**src/rtl/request_dispatcher.sv**
```systemverilog
// rtl/request_dispatcher.sv - request capture and grant sequencing in front of the 8-input priority encoder
module request_dispatcher (
  input  logic       clk,
  input  logic       rst_n,
  input  logic [0:7] req,
  output logic       enc_en,
  output logic [0:7] enc_I,
  input  logic [0:2] enc_Y,
  input  logic       enc_done,
  output logic       out_valid,
  output logic [0:2] out_code,
  input  logic       out_ready,
  output logic [0:7] pending,
  output logic       overflow,
  input  logic       clr_ovf
);

  typedef enum logic [1:0] {IDLE, ENCODE, OFFER} state_t;

  state_t     state;
  logic       accept;
  logic [2:0] code_idx;
  logic [0:7] clear_mask;
  logic [0:7] pending_next;
  logic       ovf_set;

  assign enc_I    = pending;
  assign accept   = out_valid & out_ready;
  // out_code bit 0 carries weight 1, so reverse it into a natural binary index
  assign code_idx = {out_code[2], out_code[1], out_code[0]};

  always_comb begin
    clear_mask = '0;
    if (accept) clear_mask[code_idx] = 1'b1;
  end

  // A new strobe on a bit being granted this cycle re-arms it without counting as overflow
  assign pending_next = (pending & ~clear_mask) | req;
  assign ovf_set      = |(req & pending & ~clear_mask);

  always_ff @(posedge clk or negedge rst_n) begin
    if (!rst_n) begin
      pending  <= '0;
      overflow <= 1'b0;
    end else begin
      pending  <= pending_next;
      overflow <= ovf_set | (overflow & ~clr_ovf);
    end
  end

  always_ff @(posedge clk or negedge rst_n) begin
    if (!rst_n) begin
      state     <= IDLE;
      enc_en    <= 1'b0;
      out_valid <= 1'b0;
      out_code  <= '0;
    end else begin
      case (state)
        IDLE: begin
          if (pending != '0) begin
            state  <= ENCODE;
            enc_en <= 1'b1;
          end
        end
        ENCODE: begin
          enc_en <= 1'b0;
          if (enc_done) begin
            out_code  <= enc_Y;
            out_valid <= 1'b1;
            state     <= OFFER;
          end else begin
            state <= IDLE;
          end
        end
        OFFER: begin
          if (out_ready) begin
            out_valid <= 1'b0;
            state     <= IDLE;
          end
        end
        default: begin
          state     <= IDLE;
          enc_en    <= 1'b0;
          out_valid <= 1'b0;
        end
      endcase
    end
  end

endmodule
```
**config.mk**
```make
export PLATFORM = sky130hd
export DESIGN_NAME = request_dispatcher
export DESIGN_NICKNAME = d
export VERILOG_FILES = /design/src/rtl/request_dispatcher.sv
export SDC_FILE = /design/constraint.sdc
export NUM_CORES = 1
export LEC_CHECK = 0
export CORE_MARGIN = 2
export CORE_UTILIZATION = 40
export DETAILED_ROUTE_END_ITERATION = 10
export GPL_ROUTABILITY_DRIVEN = 0
export GPL_TIMING_DRIVEN = 1
export PLACE_DENSITY = 0.78
export SLEW_MARGIN = 20
export SYNTH_ARGS = -nofsm -noshare
export SYNTH_HDL_FRONTEND = slang
export SYNTH_SLANG_ARGS = --single-unit
```
**constraint.sdc**
```tcl
create_clock -name clk -period 1.4 [get_ports clk]
set_input_delay 0.28 -clock clk [delete_from_list [all_inputs] [get_ports clk]]
set_output_delay 0.28 -clock clk [all_outputs]
set_load 0.005 [all_outputs]
```
; ---- After elaboration in Yosys (flattened, before gate mapping)
; Cells that the tools add are included.
[totals]
input_bits = 16
wordCells = 45
regBits = 16
[op_classes]
n_bitwise = 12
n_mux = 12
n_reduce_logical = 8
n_eq_ne = 5
n_lt_le_gt_ge = 2
[op_table]
columns = cell, n
row1 = $and 8x8->8, 3
row2 = $mux 8, 1
row3 = $not 8->8, 1
row4 = $or 8x8->8, 1
row5 = $reduce_bool 8->1, 1
row6 = $reduce_or 8->1, 1
row7 = $mux 2, 3
row8 = $ne 2x2->1 const B, 3
row9 = $pmux 2 s3, 1
row10 = $reduce_and 2->1, 3
row11 = $ge 4x4->1 const B, 1
row12 = $lt 4x1->1 const B, 1
row13 = $mux 1, 4
row14 = $not 3->4, 1
row15 = $demux 1 s3, 1
row16 = $not 1->1, 3
row17 = $pmux 1 s3, 1
row18 = $reduce_and 3->1, 1
row19 = $and 1x1->1, 2
row20 = $eq 2x1->1 const B, 1
row21 = $eq 2x2->1 const B, 1
row22 = $logic_not 2->1, 1
row23 = $pmux 1 s2, 1
row24 = $logic_and 1x1->1, 1
row25 = $or 1x1->1, 1

; ---- Longest topological paths before layout
[depth]
word_depth = 10
mapped_depth = 5
mapped_depth_nobuf = 4

; ---- Worst setup path before layout
; Ideal clock, no wire load.
[synth_path]
kind = reg2reg
from = reg out_code[0] (netlist bit)
to = reg overflow
path_stages_with_launch = 5
arrival_time_ns = 1.071
required_time_ns = 1.267
path_buffers = 1
slack_ns = 0.196
path_cell_list = dfrtp_1 buf_2 o311a_1 a31oi_1 nand4_1
[synth_via]
elab_chain_cells = 10
word_cells_on_any_way = 11
classes_between = 2 x order compare / 3 x mux / 4 x bitwise / 2 x reduce/logical
[synth_lines]
columns = item, line_no
row1 = from (decl), 11  ; output logic [0:2] out_code,
row2 = from (signal assigned), 68  ; out_code <= enc_Y;
row3 = $not 3->4 (implied by the code) (*), 34  ; if (accept) clear_mask[code_idx] = 1'b1;
row4 = $ge 4x4->1 (implied by the code) or $lt 4x1->1 (tied branches), 34
row5 = $logic_and 1x1->1 (implied by the code), 34
row6 = $mux 1 (implied by the code), 34
row7 = $demux 1 s3 (*), 34
row8 = $mux 8 (*), 34
row9 = $not 8->8 (*), 39  ; assign ovf_set = |(req & pending & ~clear_mask);
row10 = $and 8x8->8 (*), 39
row11 = $reduce_or 8->1 (*), 39
row12 = $or 1x1->1 (*), 47  ; overflow <= ovf_set | (overflow & ~clr_ovf);
row13 = to (signal assigned), 47
row14 = to (decl), 14  ; output logic overflow,
; Mark *: on every way between the ends. The rest lies on a longest branch, timed or not.
; A chain may end at the register's enable or synchronous reset.

; ---- Worst setup path after layout
[layout_path]
from = reg pending, in the netlist enc_I[1]
to = out enc_I[1] (netlist bit)
[layout_rtl]
columns = item, line_no
row1 = from (decl), 13  ; output logic [0:7] pending,
row2 = from (signal assigned), 46  ; pending <= pending_next;
row3 = to (decl), 7  ; output logic [0:7] enc_I,
; No word-level cell between the ends.

==> results.txt <==
Slowest CP cell - dfrtp_1
Grt ovf - 0
Comb pwr share - 0.503
Mapped Area - 821 um^2
Syn Nets - 98
Setup slack at placement - -0.237 ns
CP Capture Type - primary output
Max-slew violations - 0
Buffers & Inverters on Critical Path - 2
Core Region - 0.00194 mm^2
Top post-synthesis cells by count - dfrtp_1 (16), nand2_1 (12), buf_4 (8)
Antenna violations before repair - 0
Internal - 0.00133 W
Post-Layout Cell Count - 163
DR DRC count - 0
Clk Latency, worst-skew pair - 0.28 ns
Seq pwr share - 0.351
Tmin final - 1.35 ns
Yosys cell types - 28
Io pins - 38
Post-synth ARST share - 1.00
Layout Utilization - 0.706
GRT Total Usage - 0.203
CTS tree - yes
Post-synth top flop - dfrtp_1
Die area - 0.00243 mm^2
Final Setup Violations - 0
Layout Nets - 153
Tcrit/Tclk final - 0.964
Syn Area/Cell - 10.0 um^2
Drt initial violations - 9
Post-synthesis sequential area ratio - 0.488
Number of synthesized flops with an enable pin - 0
Post-layout worst setup margin - 0.0502 ns
Element type at the critical path start - flip-flop
Clk root buf - clkbuf_4
WHS - 0.314 ns
Worst slew pin tran - 0.341 ns
WP data required - 1.12 ns
Pwr per Cell Area - 1450 mW/mm^2
Pin count of the biggest net entering global routing - 17
Hold buffer count at cts - 0
Slew headroom - 0.771
Top delay family on crit path - buffers and inverters
Leading area contributor after synthesis - dfrtp_1
Top post-synthesis cells by area - dfrtp_1 (49%), buf_4 (7.3%), a21o_1 (6.4%)
Crit Path Category - flip-flop to primary output
Clock Path Buffers - 2
H-Tree Depth - 1
Clk pin slew, worst setup/hold paths - 0.09 ns
Worst path max stage delay - 0.39 ns
Hold Fails Final Rpt - 0
Antenna Violating Nets Remaining - 0
Crit-path cells - buf_4, dlygate4sd2_1
Vias in the first global route - 840
Inserted Diodes - 0
Synth-to-layout area growth - 67.1%
Mapped Cells - 82
Synth top area share - 0.488
WL/cell - 13.8 um
Maximum fanout along the worst path - 3
Sw Ratio - 0.332
Pwr Total - 0.00199 W
Switching Power - 0.000659 W
I/O Buffers - 37
Clock skew - 0.00581 ns
LEAKAGE - 0.566 nW
Worst min path class - input port to asynchronous set/reset pin
Drt first pass iters - 4
Clock sink count - 16
Global-route wire length before repair - 3.71 mm
Maximum Capacitance Violations - 0
Die Y - 49.3 um
Maximum vdd drop - 1020 uV
FP Rows - 16
Starting Density - 0.423
Vias - 829
Inst Count DP - 142
Post-detail-place hpwl - 1.57 mm
Post-synthesis register bit count - 16
Share of post-route cells with drive strength above 1 - 0.279
Most frequent cell after synthesis - dfrtp_1
Final wirelength - 2.26 mm
Critical Path AT - 1.07 ns
Syn. warnings - 0
Peak Freq - 0.741 GHz
Vias per inst - 5.09
Die width - 49.3 um
Status - finished clean
CTS buffer count - 3
Clk pwr share - 0.147
[path summary, 6_finish.rpt]
path                       startpoint  depth (start not counted)  slack, ns           to
max                          enc_I[1]                          2       0.05     enc_I[1]
min                             rst_n                          2       0.31     enc_I[3]
max reg2reg                  enc_I[6]                          5       0.06       enc_en
min reg2reg                    enc_en                          1       0.49       enc_en
max in group asynchronous       rst_n                          2       0.90  out_code[1]
min in group clk            out_ready                          4       0.41     state[1]
[layout by cell type, fill, tap and decap left out, types with 2 or more instances in the layout]
master            n
buf_4            23
dlygate4sd2_1    22
dfrtp_1          14
clkdlybuf4s50_1  14
nand2_1          12
a21o_1            7
nand3_1           5
nand2b_1          3
mux2_2            3
clkbuf_4          3
nor2b_1           2
o21ai_0           2
nor2_1            2
o211ai_1          2
dfrtp_2           2
[power groups by stage]
stage | combinational [W] | clock (W) | sequential, W
after floorplan | 0.000412 | 0 | 0.000733
final | 0.000998 | 0.000291 | 0.000697
after detailed placement | 0.000797 | 0 | 0.000793
after CTS | 0.000965 | 0.000304 | 0.000690
after global placement | 0.000786 | 0 | 0.000782
after global routing | 0.00109 | 0.000326 | 0.000714
[per-layer routing]
layer  track usage  vias to the layer above  share of wire
met3        0.0460                        4          0.053
met5             0                        -              0
li1              -                      394              -
met1         0.237                      393           0.41
met4        0.0952                        0          0.011
met2         0.349                       38           0.52
[flip-flops by register name, indices dropped and copies added (netlist names)]
register,cells
out_code,3
out_valid,1
state,2
enc_I,8
overflow,1
enc_en,1
[logic make-up (layout without fill, tap and decap cells)]
family / after synthesis / after routing / synth area share
simple gates: 32 / 32 / 0.207
compound gates: 20 / 20 / 0.174
flops: 16 / 16 / 0.488
buf+inv: 11 / 65 / 0.0899
mux: 3 / 3 / 0.0412
[layout make-up]
cell class / count / area, um^2
inverters: 1 / 3.75
fillers: 165 / 571
multi-input cells: 55 / 377
clock buffers: 4 / 36.3
repair buffers: 60 / 518
flip-flops and latches: 16 / 403
well taps: 27 / 33.8
[metrics by stage]
step                      TNS (ns)  cell area [um^2]
after global placement      -0.643              1200
after floorplan                  0               821
after CTS                        0              1340
after global routing       -0.0127              1370
after detailed placement    -0.875              1200
final                            0              1370
[timing repair]
| action | in CTS | in global routing |
|---|---|---|
| pin swaps | 0 | 3 |
| buffers inserted | 17 | 0 |
| resized for setup | 24 | 6 |
| setup endpoints to repair | 22 | 2 |
[worst register-to-register path, stage by stage (launching register included)]
cell and delay [ns]:
dfrtp_1 0.38, buf_4 0.13, buf_4 0.14, nor4_4 0.30, a211oi_2 0.13, a21o_1 0.16
No activity file was read; power rests on OpenSTA's default activity.
